$ cat src/rtl/cp0_int_ctrl_pkg.sv
// CP0 register numbers, STATUS field positions, EXE oper codes and the
// interrupt sequencer state encoding shared by the CP0 interrupt logic.
package cp0_int_ctrl_pkg;

    localparam logic [1:0] EXE_CP_NONE  = 2'd0;
    localparam logic [1:0] EXE_CP_STORE = 2'd1;
    localparam logic [1:0] EXE_CP0_ERET = 2'd2;

    localparam logic [4:0] CP0_STATUS = 5'd12;
    localparam logic [4:0] CP0_CAUSE  = 5'd13;
    localparam logic [4:0] CP0_EPC    = 5'd14;
    localparam logic [4:0] CP0_EHBR   = 5'd25;

    localparam int STATUS_IE     = 0;
    localparam int STATUS_EXL    = 1;
    localparam int STATUS_IM_LSB = 8;
    localparam int CAUSE_IP_LSB  = 8;

    typedef enum logic [1:0] {
        INT_IDLE  = 2'd0,
        INT_PEND  = 2'd1,
        INT_ENTER = 2'd2
    } int_state_t;

endpackage

$ cat src/rtl/cp0_int_ctrl_irq_sync.sv
// Two-flop synchroniser for asynchronous level interrupt lines.
// Latency: 2 clk. No backpressure.
module cp0_int_ctrl_irq_sync #(
    parameter int WIDTH = 4
) (
    input  logic             clk,
    input  logic             rst,
    input  logic [WIDTH-1:0] d,
    output logic [WIDTH-1:0] q
);

    logic [WIDTH-1:0] meta;

    always_ff @(posedge clk) begin
        if (rst) begin
            meta <= '0;
            q    <= '0;
        end else begin
            meta <= d;
            q    <= meta;
        end
    end

endmodule

$ cat src/rtl/cp0_int_ctrl.sv
// CP0 interrupt sequencer: STATUS/CAUSE/EPC/EHBR, interrupt entry FSM, MTC0/MFC0/ERET.
// Entry redirect one cycle after the first safe EXE slot; ERET redirects in the same cycle.
module cp0_int_ctrl
    import cp0_int_ctrl_pkg::*;
#(
    parameter int          NUM_IRQ  = 4,
    parameter logic [31:0] EHBR_RST = 32'h0000_0020
) (
    input  logic               clk,
    input  logic               rst,
    input  logic [NUM_IRQ-1:0] irq,
    input  logic [1:0]         oper,
    input  logic               exe_valid,
    input  logic               exe_stall,
    input  logic [31:0]        pc_exe,
    input  logic [4:0]         cp0_addr,
    input  logic [31:0]        cp0_wdata,
    output logic [31:0]        cp0_rdata,
    output logic               jump_en,
    output logic [31:0]        jump_addr,
    output logic [NUM_IRQ-1:0] int_ack
);

    int_state_t         state;
    logic [NUM_IRQ-1:0] irq_s;
    logic [NUM_IRQ-1:0] im;
    logic [NUM_IRQ-1:0] ip;
    logic [NUM_IRQ-1:0] pend_mask;
    logic               ie;
    logic               exl;
    logic [31:0]        epc;
    logic [31:0]        ehbr;
    logic               jump_en_q;
    logic [31:0]        jump_addr_q;

    cp0_int_ctrl_irq_sync #(.WIDTH(NUM_IRQ)) u_irq_sync (
        .clk (clk),
        .rst (rst),
        .d   (irq),
        .q   (irq_s)
    );

    logic               exe_go;
    logic               in_enter;
    logic               safe;
    logic               mtc0_we;
    logic               eret_go;
    logic               status_wr;
    logic               ie_eff;
    logic [NUM_IRQ-1:0] im_eff;
    logic               req;

    assign exe_go   = exe_valid & ~exe_stall;
    assign in_enter = (state == INT_ENTER);
    assign safe     = exe_go & (oper == EXE_CP_NONE);
    // The EXE instruction during the redirect cycle is younger than EPC and gets squashed.
    assign mtc0_we  = exe_go & (oper == EXE_CP_STORE) & ~in_enter;
    assign eret_go  = exe_go & (oper == EXE_CP0_ERET) & ~in_enter;

    // A STATUS write in the same cycle must be able to abort a pending entry immediately.
    assign status_wr = mtc0_we & (cp0_addr == CP0_STATUS);
    assign ie_eff    = status_wr ? cp0_wdata[STATUS_IE] : ie;
    assign im_eff    = status_wr ? cp0_wdata[STATUS_IM_LSB +: NUM_IRQ] : im;
    assign req       = (|(irq_s & im)) & ie & ~exl;

    always_ff @(posedge clk) begin
        if (rst) begin
            state       <= INT_IDLE;
            pend_mask   <= '0;
            ie          <= 1'b0;
            exl         <= 1'b0;
            im          <= '0;
            ip          <= '0;
            epc         <= '0;
            ehbr        <= EHBR_RST;
            jump_en_q   <= 1'b0;
            jump_addr_q <= '0;
            int_ack     <= '0;
        end else begin
            jump_en_q <= 1'b0;
            int_ack   <= '0;
            case (state)
                INT_IDLE: begin
                    if (req) begin
                        state     <= INT_PEND;
                        pend_mask <= irq_s & im;
                    end
                end
                INT_PEND: begin
                    if (!ie_eff || !(|(irq_s & im_eff))) begin
                        state <= INT_IDLE;
                    end else if (safe) begin
                        state       <= INT_ENTER;
                        epc         <= pc_exe;
                        ip          <= pend_mask;
                        exl         <= 1'b1;
                        jump_en_q   <= 1'b1;
                        jump_addr_q <= ehbr;
                        int_ack     <= pend_mask;
                    end
                end
                INT_ENTER: state <= INT_IDLE;
                default:   state <= INT_IDLE;
            endcase

            if (mtc0_we) begin
                case (cp0_addr)
                    CP0_STATUS: begin
                        ie  <= cp0_wdata[STATUS_IE];
                        exl <= cp0_wdata[STATUS_EXL];
                        im  <= cp0_wdata[STATUS_IM_LSB +: NUM_IRQ];
                    end
                    CP0_EPC:  epc  <= cp0_wdata;
                    CP0_EHBR: ehbr <= cp0_wdata;
                    default:  ;
                endcase
            end

            if (eret_go) begin
                exl <= 1'b0;
                ip  <= '0;
            end
        end
    end

    assign jump_en   = jump_en_q | (eret_go & ~rst);
    assign jump_addr = (eret_go & ~rst) ? epc : jump_addr_q;

    always_comb begin
        cp0_rdata = '0;
        case (cp0_addr)
            CP0_STATUS: begin
                cp0_rdata[STATUS_IE]                 = ie;
                cp0_rdata[STATUS_EXL]                = exl;
                cp0_rdata[STATUS_IM_LSB +: NUM_IRQ]  = im;
            end
            CP0_CAUSE: cp0_rdata[CAUSE_IP_LSB +: NUM_IRQ] = ip;
            CP0_EPC:   cp0_rdata = epc;
            CP0_EHBR:  cp0_rdata = ehbr;
            default:   cp0_rdata = '0;
        endcase
    end

endmodule

$ cat config.mk
export PLATFORM = sky130hd
export DESIGN_NAME = cp0_int_ctrl
export DESIGN_NICKNAME = d
export VERILOG_FILES = /design/src/rtl/cp0_int_ctrl_pkg.sv /design/src/rtl/cp0_int_ctrl_irq_sync.sv /design/src/rtl/cp0_int_ctrl.sv
export SDC_FILE = /design/constraint.sdc
export NUM_CORES = 1
export LEC_CHECK = 0
export ABC_CLOCK_PERIOD_IN_PS = 4300
export BUFFER_PORTS_ARGS = -buffer_cell sky130_fd_sc_hd__buf_2
export CORE_MARGIN = 2
export CORE_UTILIZATION = 45
export CTS_CLUSTER_DIAMETER = 60
export CTS_CLUSTER_SIZE = 12
export DETAILED_ROUTE_END_ITERATION = 12
export MAX_ROUTING_LAYER = met4
export PLACE_DENSITY = 0.69
export REMOVE_ABC_BUFFERS = 1
export SYNTH_ARGS = -nofsm -noshare
export SYNTH_HDL_FRONTEND = slang
export SYNTH_SLANG_ARGS = --single-unit
$ cat constraint.sdc
create_clock -name clk -period 4.3 [get_ports clk]
set_clock_uncertainty 0.15 [all_clocks]
set_input_delay 0.86 -clock clk [delete_from_list [all_inputs] [get_ports clk]]
set_output_delay 0.86 -clock clk [all_outputs]
set_load 0.03 [all_outputs]
Word-level counts from Yosys, hierarchy flattened --
Cells that the tools add are included.
Storage, ports and cells: bits in registers 125, output and inout port bits 69, input bits 79
Cells by class: bitwise gates (word level) 20, reduce and logical (&&, ||, !) cells 15, muxes and demuxes 22, equality and inequality tests 10
Operator list (number):
- $mux W32 | 6
- $pmux W20 S2 | 1
- $pmux W4 S4 | 1
- $eq A5 B4 Y1 const B | 3
- $pmux W6 S2 | 1
- $reduce_or A4 Y1 | 3
- $and A1 B1 Y1 | 10
- $and A4 B4 Y4 | 2
- $reduce_and A2 Y1 | 4
- $mux W1 | 7
- $not A1 Y1 | 7
- $mux W2 | 3
- $pmux W2 S3 | 1
- $eq A5 B5 Y1 const B | 1
- $eq A2 B1 Y1 const B | 2
- $eq A2 B2 Y1 const B | 2
- $logic_not A2 Y1 | 2
- $mux W4 | 1
- $pmux W2 S2 | 1
- $ne A3 B3 Y1 const B | 1
- $reduce_and A3 Y1 | 1
- $reduce_or A3 Y1 | 1
- $logic_not A1 Y1 | 2
- $ne A2 B2 Y1 const B | 1
- 3 further kinds | 3

Longest topological paths before layout --
depth in word-level cells 14, mapped depth 8

Modules after synthesis --
From an unflattened synthesis, not the netlist that was laid out.
Second synthesis, totals: cell total of the unflattened synthesis 713, area total of the unflattened synthesis 5890.6 um2
By module, submodules not included:
- cp0_int_ctrl | times used 1, area each 5680.4 um2, sequential area each 2342.2 um2, cells an instance 697
- cp0_int_ctrl_irq_sync | times used 1, area each 210.2 um2, sequential area each 160.2 um2, cells an instance 16

Worst setup path before layout --
OpenSTA, ideal clock, no wires.
path type input port to output port, from input cp0_addr[0], to output cp0_rdata[10], data arrival time 2189 ps, required time 3290 ps, path buffers 2, cell stages on the path 6, setup slack 1101 ps, cell sequence nor4bb_1 > and2_1 > clkbuf_1 > clkbuf_1 > a222oi_1 > nand2_1
On the way: longest elaborated chain between the ends 2, elaborated cells between the ends (all ways) 5
Ends and longest elaborated chain:
- start, declared | line cp0_int_ctrl.sv:16 | input logic [4:0] cp0_addr,
- $eq A5 B5 Y1 / $eq A5 B4 Y1 (equally long branches) | line cp0_int_ctrl.sv:131 | case (cp0_addr)
- $pmux W4 S4 (*) | line cp0_int_ctrl.sv:131
- end, declared | line cp0_int_ctrl.sv:18 | output logic [31:0] cp0_rdata,
Every way passes the cells marked *; elsewhere a longest branch is shown, timed or not.

Final worst setup path --
from input cp0_addr[3], to output cp0_rdata[10]
Same word-level chain as after synthesis.

==> summary.md <==
| Metric | Value |
|---|---|
| Worst-path clk slew | 0.05 ns |
| Total CTS buffers | 17 |
| Setup violators final | 0 |
| Reg-to-Reg Start | state[0] |
| Die Ht | roughly 120 um |
| Crit-path cells | buf_2, nor4bb_1, and2_1, buf_4, a222oi_1, nand2_1, buf_2 |
| Post-cts resize count | 0 |
| Ys async rst share | 0% |
| Ys Warns | 0 |
| Initial DRT Pass Iterations | 5 |
| Ranking of synthesized cells by area | dfxtp_1, nand2_1, nand2b_1 |
| CP max stage cell | nor4bb_1 |
| Cell variety after synth | 37 |
| Post-Syn Area per Cell | between 8 and 9 um^2 |
| Yosys top cell area share | about two fifths |
| GP Congestion | between 0.8 and 0.9 |
| Element type at the critical path start | input pin |
| Clock root buffer | clkbuf_16 |
| Lkg Pwr | 3.058 nW |
| Die Area | 0.01458 mm^2 |
| Max Transition Viols Final | 0 |
| Final hold slack | 0.2949 ns |
| Max Cap Viol | 0 |
| Total gr overflow | 0 |
| Critical Path RT | 3.29 ns |
| Area growth syn-to-layout | 22.18% |
| Total core area | 0.01330 mm^2 |
| Synth Cell Area | 0.006132 mm^2 |
| RR Endpoint | int_ack[1] |
| Synth Register Bits | 125 |
| Fin cells | 1011 |
| Post-DR wirelength/cell | 18.22 um |
| Layout cells sized above 1 | 27.31% |
| Util after Layout | 56.35% |
| Pwr dens | 354.5 mW/mm^2 |
| Critical path endpoint category | output port |
| Largest net degree at the start of global routing | 90 |
| Max clock buf depth | 2 |
| Postcts setup bufs | 0 |
| Final nets | between 900 and 1000 |
| GRT Util Overall | 25.80% |
| Worst-path fanout max | 32 |
| Die width | 120.7 um |
| Hold Crit Class | register to register |
| Setup crit end | cp0_rdata[10] |
| CTS tree | built |
| # clock sinks | 125 |
| Initial Util | 46.12% |
| Min cycle time layout | 3.510 ns |
| Worst Path Arrival | 2.50 ns |
| CTS H-Tree Depth | 4 |
| Final Cycle Share | 81.63% |
| Delay of the slowest critical-path stage | 0.44 ns |
| Main synth FF type | dfxtp_1 |
| Reg2reg path depth | 6 |
| Ant. Diodes | 0 |
| EDFF count, synth | 0 |
| Post-synthesis sequential area ratio | 40.81% |
| Crit path launch | cp0_addr[3] |
| Final WL | 18420 um |
| Number of port buffers | about 150 |
| Setup TNS | 0 ns |
| Residual DRC | 0 |
| Hpwl dp | between 10000 and 15000 um |
| Initial antenna violation count | 0 |
| ANT nets after route | 0 |
| Final hold viol count | 0 |
| RSZ-0062 raised after global routing | no |
| IO Count | 148 |
| Slew HR | 28.14% |
| Placement Rows | 42 |
| Initial DRC count | 558 |
| Slew @ Worst Pin | 1.072 ns |
| Leading area contributor after synthesis | dfxtp_1 |
| Flop-to-flop setup slack | 1.58 ns |
| Status | complete, no violations |
| Most common cell on crit path | buf_2 |
| Worst setup path class | input pin to output port |
| Hold Buf Count CTS | 0 |
| Synth Instances | 704 |
| Routed vias/inst | 5.838 |
| Clock latency at the later pin of the worst-skew pair | approximately 0.42 ns |
| Maximum VDD drop | 307.8 uV |
| First-pass GRT wire length | 28770 um |
| Via count | 5902 |
| Vias in the first global route | around 5600 |
| Placed Cells | approximately 1000 |
| Fmax | 0.2849 GHz |
[worst min path at each step]
| stage | startpoint | end | slack, ns | cells past startpoint |
|---|---|---|---|---|
| 2_1_floorplan | u_irq_sync.meta[0] | u_irq_sync.q[0] | 0.26 | 1 |
| 3_3_place_gp | u_irq_sync.meta[3] | u_irq_sync.q[3] | 0.28 | 1 |
| 3_5_place_dp | u_irq_sync.meta[0] | u_irq_sync.q[0] | 0.29 | 1 |
| 4_1_cts | u_irq_sync.meta[0] | u_irq_sync.q[0] | 0.30 | 1 |
| 5_1_grt | u_irq_sync.meta[0] | u_irq_sync.q[0] | 0.32 | 1 |
| 6_report | u_irq_sync.meta[0] | u_irq_sync.q[0] | 0.29 | 1 |
[critical path: cells and delay by family]
family	cells	cell delay [ns]
buf+inv	3	0.71
compound gates	1	0.19
simple gates	3	0.73
[sequential cells by signal (all words and copies together), names as in the netlist]
| signal | count |
|---|---|
| im | 4 |
| ip | 4 |
| epc | 32 |
| jump_addr_q | 32 |
| u_irq_sync.q | 4 |
| jump_en_q | 1 |
| state | 2 |
| exl | 1 |
| int_ack | 4 |
| u_irq_sync.meta | 4 |
| pend_mask | 4 |
| ie | 1 |
| ehbr | 32 |
[cell usage after synthesis, drive strengths merged (13+ instances only)]
master	n
nand2	117
a21oi	65
and3	33
mux2	32
nand3	33
o221ai	32
nand2b	69
clkbuf	49
dfxtp	125
mux2i	43
a22o	26
nor2	14
buf	13
[per-layer routing]
| metal | track usage, % | up-vias | routed length (um) |
|---|---|---|---|
| met3 | 5.613 | 27 | 1425 |
| li1 | - | 2741 | - |
| met5 | - | - | 0 |
| met4 | 9.302 | 0 | 293 |
| met2 | 40.18 | 306 | 8646 |
| met1 | 33.11 | 2828 | 8056 |
[kinds of logic (layout without fill, tap and decap cells)]
| group | count (synthesis) | after routing | share of synthesized area [%] |
|---|---|---|---|
| flip-flops | 125 | 125 | 40.81 |
| buffers and inverters | 62 | 193 | 4.407 |
| multiplexers | 75 | 75 | 12.90 |
| AO/OA/AOI/OAI | 139 | 139 | 15.85 |
| AND/OR/NAND/NOR | 303 | 303 | 26.04 |
[report_power, final]
part	switching, mW	internal, mW	total, mW
sequential	0.0118	1.17	1.19
combinational	0.0809	0.0619	0.143
clock	0.493	0.834	1.33
[stage by stage]
stage          power, mW  worst slack, ns  instance area [um^2]
2_1_floorplan      1.261          -0.3036                  5862
3_3_place_gp       1.345           0.9279                  6944
3_5_place_dp       1.350           0.8302                  6944
4_1_cts            2.670           0.8220                  7492
5_1_grt            2.746           0.7057                  7492
6_report           2.656           0.7901                  7492
[cell type report]
| cell class | instances | area, um^2 |
|---|---|---|
| Timing Repair Buffer | 161 | 843.3 |
| Fill cell | 1203 | 5803 |
| Clock inverter | 7 | 62.56 |
| Sequential cell | 125 | 2502 |
| Multi-Input combinational cell | 517 | 3378 |
| Tap cell | 176 | 220.2 |
| Clock buffer | 25 | 485.5 |
[layout by cell type, fill, tap and decap left out, types with 4 or more instances in the layout]
master	count
and3_1	33
nand2_1	117
and2_1	9
mux2_2	32
clkinv_2	5
a22o_1	26
nor2_1	12
a21oi_1	65
nor2b_1	11
mux2i_1	43
o221ai_1	32
buf_4	15
clkbuf_16	17
nand2b_1	69
a22oi_1	4
a222oi_1	4
buf_2	146
clkbuf_1	5
dfxtp_1	125
nand3_1	33
(Power assumes the default switching activity.)
